==> config.mk <==
export PLATFORM = sky130hd
export DESIGN_NAME = dll_dlcmsm_mvc
export DESIGN_NICKNAME = d
export VERILOG_FILES = /design/src/rtl/dll_pkg.sv /design/src/rtl/dll_fc_seq.sv /design/src/rtl/dll_dlcmsm_mvc.sv
export SDC_FILE = /design/constraint.sdc
export NUM_CORES = 1
export LEC_CHECK = 0
export CAP_MARGIN = 30
export CORE_ASPECT_RATIO = 1.5
export CORE_UTILIZATION = 40
export DETAILED_ROUTE_END_ITERATION = 10
export SYNTH_ARGS = -nofsm -noshare
export SYNTH_HDL_FRONTEND = slang
export SYNTH_SLANG_ARGS = --single-unit
==> constraint.sdc <==
create_clock -name ssclk -period 2.13 [get_ports ssclk]
set_clock_uncertainty 0.05 [all_clocks]
set_input_delay 0.3195 -clock ssclk [delete_from_list [all_inputs] [get_ports ssclk]]
set_output_delay 0.3195 -clock ssclk [all_outputs]
set_load 0.02 [all_outputs]
==> src/rtl/dll_pkg.sv <==
// Shared types and constants for the data link control/management state machine.
package dll_pkg;

  typedef enum logic [1:0] {
    DL_INACTIVE = 2'd0,
    DL_INIT1    = 2'd1,
    DL_INIT2    = 2'd2,
    DL_ACTIVE   = 2'd3
  } dlcm_state_t;

  typedef enum logic [1:0] {
    FC_KIND_INIT1  = 2'd0,
    FC_KIND_INIT2  = 2'd1,
    FC_KIND_UPDATE = 2'd2,
    FC_KIND_NONE   = 2'd3
  } fc_kind_t;

  typedef enum logic [1:0] {
    FC_P         = 2'd0,
    FC_NP        = 2'd1,
    FC_CPL       = 2'd2,
    FC_TYPE_NONE = 2'd3
  } fc_type_t;

  localparam int unsigned RESEND_CYCLES_DEFAULT = 8500;

endpackage

==> src/rtl/dll_fc_seq.sv <==
// InitFC DLLP sequencer: walks VC 0..NUM_VC-1 x {P,NP,Cpl} with a req/ack
// handshake, then waits RESEND_CYCLES idle cycles before repeating.
module dll_fc_seq
  import dll_pkg::*;
#(
  parameter int unsigned NUM_VC        = 1,
  parameter int unsigned VC_W          = 3,
  parameter int unsigned RESEND_CYCLES = RESEND_CYCLES_DEFAULT
) (
  input  logic            clk,
  input  logic            srst,
  input  logic            run,
  input  logic            start,
  input  logic            phase_i,
  input  logic            ack_i,
  output logic            busy_o,
  output logic            done_o,
  output logic            phase_o,
  output fc_type_t        type_o,
  output logic [VC_W-1:0] vc_o
);

  localparam int unsigned     TW       = $clog2(RESEND_CYCLES);
  localparam logic [VC_W-1:0] LAST_VC  = VC_W'(NUM_VC - 1);
  localparam logic [TW-1:0]   TMR_LAST = TW'(RESEND_CYCLES - 1);

  typedef enum logic [1:0] {SQ_IDLE, SQ_SEND, SQ_WAIT} seq_state_t;

  seq_state_t      st_q, st_d;
  logic [VC_W-1:0] vc_q, vc_d;
  fc_type_t        ty_q, ty_d;
  logic [TW-1:0]   tmr_q, tmr_d;
  logic            ph_q, ph_d;

  assign busy_o  = (st_q == SQ_SEND);
  assign done_o  = busy_o && ack_i && (ty_q == FC_CPL) && (vc_q == LAST_VC);
  assign phase_o = ph_q;
  assign type_o  = ty_q;
  assign vc_o    = vc_q;

  always_comb begin
    st_d  = st_q;
    vc_d  = vc_q;
    ty_d  = ty_q;
    tmr_d = tmr_q;
    ph_d  = ph_q;
    case (st_q)
      SQ_SEND: begin
        if (ack_i) begin
          if (ty_q == FC_CPL) begin
            ty_d = FC_P;
            if (vc_q == LAST_VC) begin
              vc_d  = '0;
              tmr_d = '0;
              st_d  = SQ_WAIT;
            end else begin
              vc_d = vc_q + VC_W'(1);
            end
          end else begin
            ty_d = fc_type_t'(ty_q + 2'd1);
          end
        end
      end
      SQ_WAIT: begin
        if (tmr_q == TMR_LAST) st_d = SQ_SEND;
        else                   tmr_d = tmr_q + TW'(1);
      end
      default: ;
    endcase
    // A start coinciding with the last ack restarts at once, skipping the resend wait.
    if (start) begin
      st_d  = SQ_SEND;
      vc_d  = '0;
      ty_d  = FC_P;
      tmr_d = '0;
      ph_d  = phase_i;
    end
    if (!run) begin
      st_d  = SQ_IDLE;
      vc_d  = '0;
      ty_d  = FC_P;
      tmr_d = '0;
      ph_d  = 1'b0;
    end
  end

  always_ff @(posedge clk) begin
    if (srst) begin
      st_q  <= SQ_IDLE;
      vc_q  <= '0;
      ty_q  <= FC_P;
      tmr_q <= '0;
      ph_q  <= 1'b0;
    end else begin
      st_q  <= st_d;
      vc_q  <= vc_d;
      ty_q  <= ty_d;
      tmr_q <= tmr_d;
      ph_q  <= ph_d;
    end
  end

endmodule

==> src/rtl/dll_dlcmsm_mvc.sv <==
// Data Link Control and Management State Machine with multi-VC FC init:
// tracks FI1/FI2 per VC and steps DL_Inactive -> FC_INIT1 -> FC_INIT2 -> DL_Active.
module dll_dlcmsm_mvc
  import dll_pkg::*;
#(
  parameter int unsigned NUM_VC        = 1,
  parameter int unsigned VC_W          = 3,
  parameter int unsigned RESEND_CYCLES = RESEND_CYCLES_DEFAULT
) (
  input  logic                ssclk,
  input  logic                srst,
  input  logic                pl_link_up_i,
  input  logic                rx_fc_valid_i,
  input  logic [1:0]          rx_fc_kind_i,
  input  logic [1:0]          rx_fc_type_i,
  input  logic [VC_W-1:0]     rx_fc_vc_i,
  output logic                tx_fc_req_o,
  input  logic                tx_fc_ack_i,
  output logic                tx_fc_phase2_o,
  output logic [1:0]          tx_fc_type_o,
  output logic [VC_W-1:0]     tx_fc_vc_o,
  output logic [1:0]          state_o,
  output logic                link_up_o,
  output logic                dl_active_o,
  output logic [2*NUM_VC-1:0] fi_flags_o
);

  dlcm_state_t         state_q, state_d;
  logic [3*NUM_VC-1:0] fi1_sub_q, fi1_sub_d, fi1_set;
  logic [NUM_VC-1:0]   fi2_q, fi2_d, fi2_set, fi1_q;
  logic                rec_fi1, rec_fi2, all_fi1, all_fi2;
  logic                seq_run, seq_start, seq_phase, seq_busy, seq_done, seq_phase_o;
  fc_type_t            seq_type;
  logic [VC_W-1:0]     seq_vc;
  fc_kind_t            rx_kind;

  assign rx_kind = fc_kind_t'(rx_fc_kind_i);

  // Incoming sets are ORed in before the end-of-sequence check so an rx
  // landing on the last ack still counts for this sequence.
  always_comb begin
    fi1_set = '0;
    fi2_set = '0;
    fi1_q   = '0;
    all_fi1 = 1'b1;
    rec_fi1 = rx_fc_valid_i &&
              (((state_q == DL_INIT1) && (rx_kind == FC_KIND_INIT1)) ||
               ((state_q == DL_INIT2) && ((rx_kind == FC_KIND_INIT1) || (rx_kind == FC_KIND_INIT2))));
    rec_fi2 = rx_fc_valid_i && (state_q == DL_INIT2) &&
              ((rx_kind == FC_KIND_INIT2) || (rx_kind == FC_KIND_UPDATE));
    for (int unsigned v = 0; v < NUM_VC; v++) begin
      for (int unsigned t = 0; t < 3; t++) begin
        if ((rx_fc_vc_i == VC_W'(v)) && (rx_fc_type_i == 2'(t))) begin
          fi1_set[3*v+t] = rec_fi1;
          fi2_set[v]     = fi2_set[v] | rec_fi2;
        end
      end
    end
    fi1_sub_d = fi1_sub_q | fi1_set;
    fi2_d     = fi2_q | fi2_set;
    for (int unsigned v = 0; v < NUM_VC; v++) begin
      fi1_q[v] = &fi1_sub_q[3*v +: 3];
      all_fi1  = all_fi1 & (&fi1_sub_d[3*v +: 3]);
    end
    all_fi2 = &fi2_d;
  end

  always_comb begin
    state_d   = state_q;
    seq_start = 1'b0;
    seq_phase = 1'b0;
    case (state_q)
      DL_INACTIVE: begin
        state_d   = DL_INIT1;
        seq_start = 1'b1;
      end
      DL_INIT1: begin
        if (seq_done && all_fi1) begin
          state_d   = DL_INIT2;
          seq_start = 1'b1;
          seq_phase = 1'b1;
        end
      end
      DL_INIT2: begin
        if (seq_done && all_fi2) state_d = DL_ACTIVE;
      end
      default: ;
    endcase
    if (!pl_link_up_i) begin
      state_d   = DL_INACTIVE;
      seq_start = 1'b0;
    end
    seq_run = (state_d == DL_INIT1) || (state_d == DL_INIT2);
  end

  always_ff @(posedge ssclk) begin
    if (srst) begin
      state_q   <= DL_INACTIVE;
      fi1_sub_q <= '0;
      fi2_q     <= '0;
    end else begin
      state_q <= state_d;
      if (!pl_link_up_i) begin
        fi1_sub_q <= '0;
        fi2_q     <= '0;
      end else begin
        fi1_sub_q <= fi1_sub_d;
        fi2_q     <= fi2_d;
      end
    end
  end

  dll_fc_seq #(
    .NUM_VC        (NUM_VC),
    .VC_W          (VC_W),
    .RESEND_CYCLES (RESEND_CYCLES)
  ) u_seq (
    .clk     (ssclk),
    .srst    (srst),
    .run     (seq_run),
    .start   (seq_start),
    .phase_i (seq_phase),
    .ack_i   (tx_fc_ack_i),
    .busy_o  (seq_busy),
    .done_o  (seq_done),
    .phase_o (seq_phase_o),
    .type_o  (seq_type),
    .vc_o    (seq_vc)
  );

  assign tx_fc_req_o    = seq_busy && pl_link_up_i;
  assign tx_fc_phase2_o = seq_phase_o;
  assign tx_fc_type_o   = seq_type;
  assign tx_fc_vc_o     = seq_vc;
  assign state_o        = state_q;
  assign link_up_o      = (state_q == DL_INIT2) || (state_q == DL_ACTIVE);
  assign dl_active_o    = (state_q == DL_ACTIVE);
  assign fi_flags_o     = {fi2_q, fi1_q};

endmodule

# --- After elaboration in Yosys (flattened, before gate mapping) ---
# Cells that the tools add are included.
totals:
  reg_bits: 28
  input_bits: 12
  wordCells: 103
classes:
  addsub: 3
  eq_ne: 22
  mux: 27
  bitwise: 6
  n_reduce_logical: 36
op_table:
  columns: ["op", "n"]
  rows:
  - ["$mux 14", 4]
  - ["$pmux 14 s2", 1]
  - ["$mux 2", 8]
  - ["$reduce_and 5->1", 3]
  - ["$add 14x1->14 const B", 1]
  - ["$eq 14x14->1 const B", 1]
  - ["$eq 2x2->1 const B", 7]
  - ["$logic_and 1x1->1", 14]
  - ["$eq 2x1->1 const B", 5]
  - ["$mux 1", 10]
  - ["$ne 3x2->1 const B", 3]
  - ["$reduce_and 3->1", 3]
  - ["$logic_not 2->1", 3]
  - ["$logic_not 3->1", 2]
  - ["$ne 2x1->1 const B", 3]
  - ["$pmux 2 s3", 1]
  - ["$logic_or 1x1->1", 5]
  - ["$ne 2x2->1 const B", 2]
  - ["$pmux 2 s2", 1]
  - ["$reduce_or 2->1", 2]
  - ["$add 3x1->3 const B", 1]
  - ["$mux 3", 1]
  - ["$ne 3x3->1 const B", 1]
  - ["$or 1x1->1", 3]
  - ["8 further kinds", 9]

# --- Logic depth before layout (Yosys ltp) ---
# Gate-level depths: netlist (run 1).
logic_depth:
  depth_word: 17
  depth_mapped: 8
  depth_no_buf: 7

# --- Hierarchy ---
# From an unflattened synthesis (run 1), not the netlist that was laid out.
unflattened:
  hier_cells: 196
  hier_area_um2: 1629.1
by_module_without_submodules:
  columns: ["module", "n_inst", "cells_each", "area_per_inst_um2", "seq_area_each_um2"]
  rows:
  - ["dll_fc_seq", 1, 148, 1203.7, 440.4]
  - ["dll_dlcmsm_mvc", 1, 48, 425.4, 120.1]

# --- Least setup slack after synthesis (run 1) ---
# Ideal clock, no wire load.
synth_path:
  path_kind: "flip-flop to flip-flop"
  startpoint: "reg u_seq.vc_q[0], in the netlist u_seq.vc_o[0]"
  endpoint: "reg u_seq.tmr_q[13]"
  arrival_time_ns: 1.691
  required_ns: 1.952
  setup_slack_ns: 0.262
  path_stages_with_launch: 9
  path_cell_list: "dfxtp_1 inv_1 ha_1 nand4bb_4 o21a_1 buf_2 nor4_1 xnor2_1 nor2_1"
synth_between:
  elab_chain_len: 10
synth_rtl:
  columns: ["element", "line", "source"]
  rows:
  - ["from (decl)", "dll_fc_seq.sv:30", "logic [VC_W-1:0] vc_q, vc_d;"]
  - ["from (signal assigned)", "dll_fc_seq.sv:96", "vc_q <= vc_d;"]
  - ["$logic_not 3->1 *", "dll_fc_seq.sv:36, dll_fc_seq.sv:52", null]
  - ["$logic_and 1x1->1", "dll_fc_seq.sv:36", "assign done_o = busy_o && ack_i && (ty_q == FC_CPL) && (vc_q == LAST_VC);"]
  - ["$logic_and 1x1->1, on equally long branches", "dll_dlcmsm_mvc.sv:85, dll_dlcmsm_mvc.sv:78", null]
  - ["$mux 2, on equally long branches", "dll_dlcmsm_mvc.sv:85, dll_dlcmsm_mvc.sv:78", null]
  - ["$pmux 2 s3", "dll_dlcmsm_mvc.sv:72", "case (state_q)"]
  - ["$mux 2", "dll_dlcmsm_mvc.sv:89", "if (!pl_link_up_i) begin"]
  - ["$eq 2x1->1 or $eq 2x2->1 (tied branches)", "dll_dlcmsm_mvc.sv:93", "seq_run = (state_d == DL_INIT1) || (state_d == DL_INIT2);"]
  - ["$logic_or 1x1->1", "dll_dlcmsm_mvc.sv:93", null]
  - ["$not 1->1 (no line)", null, null]
  - ["$reduce_or 3->1 (no line)", null, null]
  - ["to (signal assigned)", "dll_fc_seq.sv:98", "tmr_q <= tmr_d;"]
  - ["to (decl)", "dll_fc_seq.sv:32", "logic [TW-1:0] tmr_q, tmr_d;"]
# Mark *: on every way between the ends. The rest lies on a longest branch, timed or not.
# A chain may end at the register's enable or synchronous reset.

# --- Worst setup path in the final report (run 1) ---
layout_path:
  startpoint: "in rx_fc_vc_i[1]"
  endpoint: "reg u_seq.vc_q[1], in the netlist u_seq.vc_o[1]"
layout_between:
  elab_chain_len: 16
layout_rtl:
  columns: ["element", "line", "source"]
  rows:
  - ["from (decl)", "dll_dlcmsm_mvc.sv:16", "input logic [VC_W-1:0] rx_fc_vc_i,"]
  - ["$logic_not 3->1 *", "dll_dlcmsm_mvc.sv:53", "if ((rx_fc_vc_i == VC_W'(v)) && (rx_fc_type_i == 2'(t))) begin"]
  - ["$logic_and 1x1->1", "dll_dlcmsm_mvc.sv:53", null]
  - ["$mux 1", "dll_dlcmsm_mvc.sv:53", null]
  - ["$or 1x1->1", "dll_dlcmsm_mvc.sv:55", "fi2_set[v] = fi2_set[v] | rec_fi2;"]
  - ["$mux 1", "dll_dlcmsm_mvc.sv:53", null]
  - ["$or 1x1->1", "dll_dlcmsm_mvc.sv:55", null]
  - ["$mux 1", "dll_dlcmsm_mvc.sv:53", null]
  - ["$or 1x1->1", "dll_dlcmsm_mvc.sv:60", "fi2_d = fi2_q | fi2_set;"]
  - ["$logic_and 1x1->1", "dll_dlcmsm_mvc.sv:85", "if (seq_done && all_fi2) state_d = DL_ACTIVE;"]
  - ["$mux 2", "dll_dlcmsm_mvc.sv:85", null]
  - ["$pmux 2 s3", "dll_dlcmsm_mvc.sv:72", null]
  - ["$mux 2", "dll_dlcmsm_mvc.sv:89", null]
  - ["$eq 2x1->1 or $eq 2x2->1 (tied branches)", "dll_dlcmsm_mvc.sv:93", null]
  - ["$logic_or 1x1->1", "dll_dlcmsm_mvc.sv:93", null]
  - ["$not 1->1 (no line)", null, null]
  - ["$reduce_or 3->1 (no line) *", null, null]
# Marked as above.

==> flow_metrics.env, run 1 <==
export IMPL_dpl_cell_count=253
export IMPL_layout_drive_gt1_share=0.107
export IMPL_finalNonFillerCells=257
export IMPL_vdd_drop_max_v=0.000508
export IMPL_fin_total_pwr_mw=1.02
export IMPL_drc=0
export IMPL_grt_overflow_total=0
export IMPL_required_ns=2.25
export IMPL_slew_headroom=0.703
export IMPL_yosysWarningCount=0
export IMPL_grt_pass1_vias=1405
export IMPL_clock_sinks=28
export IMPL_synth_nets=201
export IMPL_hold_viol=0
export IMPL_cts_setup_buffers=0
export IMPL_fmaxAchievable_ghz=0.489
export IMPL_first_iter_violations=19
export IMPL_syn_area_per_cell_um2=8.74
export IMPL_critical_path_max_fanout=8
export IMPL_fin_tns_setup_ns=0
export IMPL_vias_per_cell=5.42
export IMPL_initial_core_util=0.429
export IMPL_fp_dieArea_mm2=0.00428
export IMPL_clockRootBuffer="clkbuf_8"
export IMPL_grt_max_degree=17
export IMPL_syn_to_final_growth_pct=25.1
export IMPL_grtUsageTotal=0.185
export IMPL_tightestPinTransition_ns=0.440
export IMPL_ff2ff_setup_slack_ns=0.14
export IMPL_rsz0062_at_grt="true"
export IMPL_stdcell_area_mm2=0.00201
export IMPL_clk_pin_slew_ns=0.10
export IMPL_synth_cell_types=44
export IMPL_grt_pass1_wl_mm=5.90
export IMPL_finalWirelength_mm=3.62
export IMPL_htree_levels=1
export IMPL_crit_arrival_ns=2.17
export IMPL_ant_nets=0
export IMPL_internal_power_uw=816
export IMPL_maxSlewViolCount=0
export IMPL_antenna_found_initial=0
export IMPL_clk_latency_ns=0.28
export IMPL_die_w_um=53.8
export IMPL_crit_type="input port to flip-flop"
export IMPL_status="complete, no violations"
export IMPL_setup_violations=0
export IMPL_switching_share=0.199
export IMPL_layout_common_cells="28 x nor2_1, 28 x dfxtp_1, 24 x clkdlybuf4s50_1"
export IMPL_detail_route_wl_per_cell_um=14.1
export IMPL_p_comb_frac=0.071
export IMPL_io_pins=25
export IMPL_ys_ff_latch=28
export IMPL_critPathCaptureType="flip-flop"
export IMPL_core_area_mm2=0.00375
export IMPL_fin_util=0.537
export IMPL_die_y_um=79.7
export IMPL_p_leak_nw=0.689
export IMPL_placed_area_mm2=0.00193
export IMPL_yosysSeqAreaShare=0.349
export IMPL_seqPwrFrac=0.520
export IMPL_via_count=1394
export IMPL_clkPwrFrac=0.409
export IMPL_max_cap_violations=0
export IMPL_powerDensity_mw_per_mm2=506
export IMPL_diodes=0
export IMPL_fin_nets=232
export IMPL_p_switching_uw=202
export IMPL_port_buffers=24
export IMPL_postCtsHoldBufs=0
export IMPL_synthCells=184
export IMPL_hp_class="flip-flop to flip-flop"
export IMPL_ctsResizeCount=0
export IMPL_cp_start_kind="input port"
export IMPL_cts_buffers=3
export IMPL_layout_min_cycle_time_ns=2.05
export IMPL_gp_congestion=0.742
export IMPL_row_count=27
export IMPL_finalCritPeriodShare=0.961
export IMPL_cts_tree="done"
export IMPL_drt_pass1_iter_count=4
export IMPL_dp_hpwl_mm=2.84
export IMPL_syn_area_mm2=0.00161
export IMPL_clock_path_buffers=2
-- per-layer routing --
| metal | up-vias | global-route usage | share of wire |
|---|---|---|---|
| li1 | 704 | - | - |
| met1 | 668 | 0.199 | 0.42 |
| met2 | 15 | 0.335 | 0.54 |
| met3 | 7 | 0.0267 | 0.018 |
| met4 | 0 | 0.0868 | 0.021 |
| met5 | - | 0 | 0 |
-- critical path, cell delays in order --
cell and delay [ns]:
clkdlybuf4s50_1 0.42, or4b_4 0.58, nor4_4 0.26, a211oi_2 0.13, o31ai_4 0.25, buf_6 0.16, nor2_1 0.05
-- synthesized netlist by cell type --
library cell  instances  area (um^2)
dfxtp_1              28          561
nor2_1               28          105
nand2_1              10         37.5
xnor2_1              10         87.6
inv_1                 9         33.8
nor4_1                8         50.1
a21oi_1               7         35.0
nand3_1               7         35.0
nor3_1                7         35.0
ha_1                  5         62.6
mux2i_1               5         50.1
nand2b_1              5         31.3
and2_1                4         25.0
nor2b_1               4         25.0
nand4_1               3         18.8
nor3b_1               3         22.5
o21a_1                3         22.5
o21ai_0               3         15.0
xor2_1                3         26.3
a22o_1                2         17.5
a22oi_1               2         15.0
buf_2                 2         10.0
buf_4                 2         15.0
clkbuf_1              2         7.51
nor4b_1               2         17.5
o211ai_1              2         15.0
a211oi_2              1         12.5
a21boi_4              1         18.8
a21o_2                1         8.76
a31oi_1               1         6.26
a41o_1                1         10.0
a41oi_1               1         8.76
and3_1                1         6.26
and3b_1               1         8.76
and4_1                1         8.76
and4b_1               1         10.0
buf_6                 1         11.3
nand3b_4              1         20.0
nand4bb_4             1         27.5
nor4_4                1         21.3
nor4bb_1              1         10.0
o31ai_1               1         7.51
o31ai_4               1         21.3
or4b_4                1         13.8
-- cells by family after synthesis --
family | after synthesis | synth area share
fa+ha+maj | 5 | 0.0389
compound gates | 27 | 0.133
flops | 28 | 0.349
simple gates | 90 | 0.329
mux | 5 | 0.0311
buf+inv | 16 | 0.0482
xor+xnor | 13 | 0.0708
-- final timing paths --
path | start | end | cells after the start
min | fi1_sub_q[1]$_SDFF_PP0_ | fi1_sub_q[1]$_SDFF_PP0_ | 1
max reg2reg | u_seq.vc_o[0]$_SDFFE_PP0P_ | u_seq.tmr_q[11]$_SDFFE_PP0P_ | 7
min reg2reg | fi1_sub_q[1]$_SDFF_PP0_ | fi1_sub_q[1]$_SDFF_PP0_ | 1
max | rx_fc_vc_i[1] | u_seq.vc_o[1]$_SDFFE_PP0P_ | 7
-- layout make-up --
| cell class | count | area (um^2) |
|---|---|---|
| timing repair buffer | 33 | 312 |
| sequential | 28 | 561 |
| inverter | 9 | 33.8 |
| multi-input combinational | 140 | 981 |
| tap | 43 | 53.8 |
| clock buffer | 3 | 41.3 |
| clock inverter | 1 | 30.0 |
| fill | 366 | 1740 |
-- state kept, by name, indices dropped and copies added, names as in the netlist --
signal         flops
u_seq.tmr_q       14
fi1_sub_q          3
u_seq.vc_o         3
state_o            2
u_seq.st_q         2
u_seq.type_o       2
fi2_q              1
u_seq.phase_o      1
-- through the flow --
step                hold slack, ns  setup WS, ns
floorplan                    0.391         0.262
global placement             0.409        -0.193
detailed placement           0.406        -0.235
CTS                          0.439        0.0437
global route                 0.469       -0.0321
finish                       0.442        0.0841
-- power by group through the flow --
stage	clock network [mW]	registers (mW)	logic [mW]
final	0.417	0.529	0.0723
after CTS	0.435	0.529	0.0717
after floorplan	0	0.542	0.0320
after detailed placement	0	0.541	0.0713
after global placement	0	0.541	0.0693
after global routing	0.454	0.530	0.0781
No activity file was read; power rests on OpenSTA's default activity.
==> run 2: changes to the inputs <==
--- a/config.mk
+++ b/config.mk
@@ -6,9 +6,12 @@
 export NUM_CORES = 1
 export LEC_CHECK = 0
 export CAP_MARGIN = 30
+export CELL_PAD_IN_SITES_DETAIL_PLACEMENT = 0
+export CELL_PAD_IN_SITES_GLOBAL_PLACEMENT = 1
 export CORE_ASPECT_RATIO = 1.5
 export CORE_UTILIZATION = 40
 export DETAILED_ROUTE_END_ITERATION = 10
+export PLACE_DENSITY_LB_ADDON = 0.1
 export SYNTH_ARGS = -nofsm -noshare
 export SYNTH_HDL_FRONTEND = slang
 export SYNTH_SLANG_ARGS = --single-unit
==> run 2 against run 1 <==
Against the previous run: sequential power barely moved; hold slack improved by 0.013 ns; largest cell class unchanged; combinational power rose by 2%.
==> flow_metrics.env, run 2 (synthesized netlist as in run 1, its figures left out) <==
export IMPL_first_iter_violations=42
export IMPL_r2r_start="u_seq.vc_o[0]$_SDFFE_PP0P_"
export IMPL_crit_type="input port to flip-flop"
export IMPL_largest_reg_flops=14
export IMPL_crit_end="u_seq.vc_o[2]$_SDFFE_PP0P_"
export IMPL_gp_congestion=0.825
export IMPL_finalCritPeriodShare=0.968
export IMPL_via_count=1422
export IMPL_largest_register="u_seq.tmr_q"
export IMPL_vias_per_cell=5.51
export IMPL_grt_overflow_total=0
export IMPL_io_pins=25
export IMPL_grt_pass1_wl_mm=6.30
export IMPL_maxSlewViolCount=0
export IMPL_status="complete, no violations"
export IMPL_drt_pass1_iter_count=5
export IMPL_critPathCaptureType="flip-flop"
export IMPL_cp_startpoint="rx_fc_vc_i[2]"
export IMPL_clock_path_buffers=2
export IMPL_fmaxAchievable_ghz=0.485
export IMPL_initial_core_util=0.429
export IMPL_fp_dieArea_mm2=0.00428
export IMPL_cp_start_kind="input port"
export IMPL_hold_ws_ns=0.455
export IMPL_setup_violations=0
export IMPL_hold_path_startpoint="fi1_sub_q[1]$_SDFF_PP0_"
export IMPL_cts_buffers=3
export IMPL_fin_total_pwr_uw=935
export IMPL_setup_slack_ns=0.0690
export IMPL_max_cap_violations=0
export IMPL_ant_nets=0
export IMPL_fin_tns_setup_ns=0
export IMPL_grt_pass1_vias=1435
export IMPL_stdcell_area_mm2=0.00201
export IMPL_clk_pin_slew_ns=0.10
export IMPL_critical_path_max_fanout=8
export IMPL_port_buffers=24
export IMPL_reg2reg_to="u_seq.tmr_q[7]$_SDFFE_PP0P_"
export IMPL_clock_sinks=28
export IMPL_clockRootBuffer="clkbuf_8"
export IMPL_layout_drive_gt1_share=0.112
export IMPL_detail_route_wl_per_cell_um=14.6
export IMPL_clk_latency_ns=0.27
export IMPL_placed_area_mm2=0.00193
export IMPL_diodes=0
export IMPL_drc=0
export IMPL_grt_max_degree=16
export IMPL_dp_hpwl_mm=2.97
export IMPL_slew_headroom=0.738
export IMPL_layout_common_cells="28 x nor2_1, 28 x dfxtp_1, 24 x clkdlybuf4s50_1"
export IMPL_rsz0062_at_grt="true"
export IMPL_dp_worst_setup_slack_ns=-0.298
export IMPL_p_leak_nw=0.697
export IMPL_hold_viol=0
export IMPL_htree_levels=1
export IMPL_required_ns=2.24
export IMPL_die_y_um=79.7
export IMPL_die_w_um=53.8
export IMPL_crit_arrival_ns=2.17
export IMPL_met2_usage=0.359
export IMPL_powerDensity_mw_per_mm2=466
export IMPL_tightestPinTransition_ns=0.388
export IMPL_hp_class="flip-flop to flip-flop"
export IMPL_ff2ff_setup_slack_ns=0.13
export IMPL_vdd_drop_max_v=0.000294
export IMPL_antenna_found_initial=0
export IMPL_fin_nets=233
export IMPL_grtUsageTotal=0.198
export IMPL_fillers=375
export IMPL_syn_to_final_growth_pct=24.7
export IMPL_finalWirelength_mm=3.77
export IMPL_layout_min_cycle_time_ns=2.06
export IMPL_top_usage_layer="met2"
export IMPL_r2r_cells=7
export IMPL_grt_use_met3=0.0286
export IMPL_core_area_mm2=0.00375
export IMPL_grtUsageMet1=0.218
export IMPL_cts_tree="done"
export IMPL_row_count=27
run 2: repair_timing:
| action | in CTS | in global routing |
|---|---|---|
| hold buffers | 0 | 0 |
| gates resized for setup | 0 | 3 |
| buffers inserted | 0 | 0 |
| setup endpoints to repair | 0 | 10 |
run 2: worst min path at each step:
| stage | endpoint | slack, ns | depth (start not counted) |
|---|---|---|---|
| CTS | fi1_sub_q[1]$_SDFF_PP0_ | 0.46 | 1 |
| detailed placement | fi1_sub_q[1]$_SDFF_PP0_ | 0.43 | 1 |
| finish | fi1_sub_q[1]$_SDFF_PP0_ | 0.46 | 1 |
| floorplan | fi1_sub_q[1]$_SDFF_PP0_ | 0.39 | 1 |
| global placement | fi1_sub_q[1]$_SDFF_PP0_ | 0.40 | 1 |
| global route | fi1_sub_q[1]$_SDFF_PP0_ | 0.49 | 1 |
run 2: area by class of cell:
type | instances | area (um^2) | area share
well taps | 43 | 53.8 | 0.0268
multi-input cells | 140 | 987 | 0.492
clock buffers | 4 | 55.1 | 0.0274
repair buffers | 34 | 315 | 0.157
inverters | 9 | 33.8 | 0.0168
flip-flops and latches | 28 | 561 | 0.279
run 2: routing by layer:
layer,share of wire,vias to the layer above,wire (um)
met3,0.024,10,90
met1,0.40,670,1510
met5,0,-,0
met2,0.55,29,2070
met4,0.025,0,96
li1,-,713,-
run 2: stage by stage:
stage,std cells,util
floorplan,184,-
global placement,254,0.516
detailed placement,254,0.516
CTS,258,0.530
global route,258,0.535
finish,258,0.535
run 2: report_power, final:
part / internal, mW / switching, mW / total [mW]
logic: 0.0383 / 0.0357 / 0.0740
registers: 0.525 / 0.00378 / 0.529
clock network: 0.166 / 0.167 / 0.332
total: 0.729 / 0.206 / 0.935
run 2: critical path, stage by stage:
cell and delay (ns):
clkdlybuf4s50_1 0.43, or4b_4 0.61, nor3_4 0.20, a21oi_1 0.12, o31ai_4 0.39, nor2_1 0.09
==> run 3: changes to the inputs <==
--- a/config.mk
+++ b/config.mk
@@ -5,7 +5,7 @@
 export SDC_FILE = /design/constraint.sdc
 export NUM_CORES = 1
 export LEC_CHECK = 0
-export CAP_MARGIN = 30
+export CAP_MARGIN = 15
 export CELL_PAD_IN_SITES_DETAIL_PLACEMENT = 0
 export CELL_PAD_IN_SITES_GLOBAL_PLACEMENT = 1
 export CORE_ASPECT_RATIO = 1.5
==> results of run 3 <==
Final layout, timing and power as in run 2 (identical DEF).
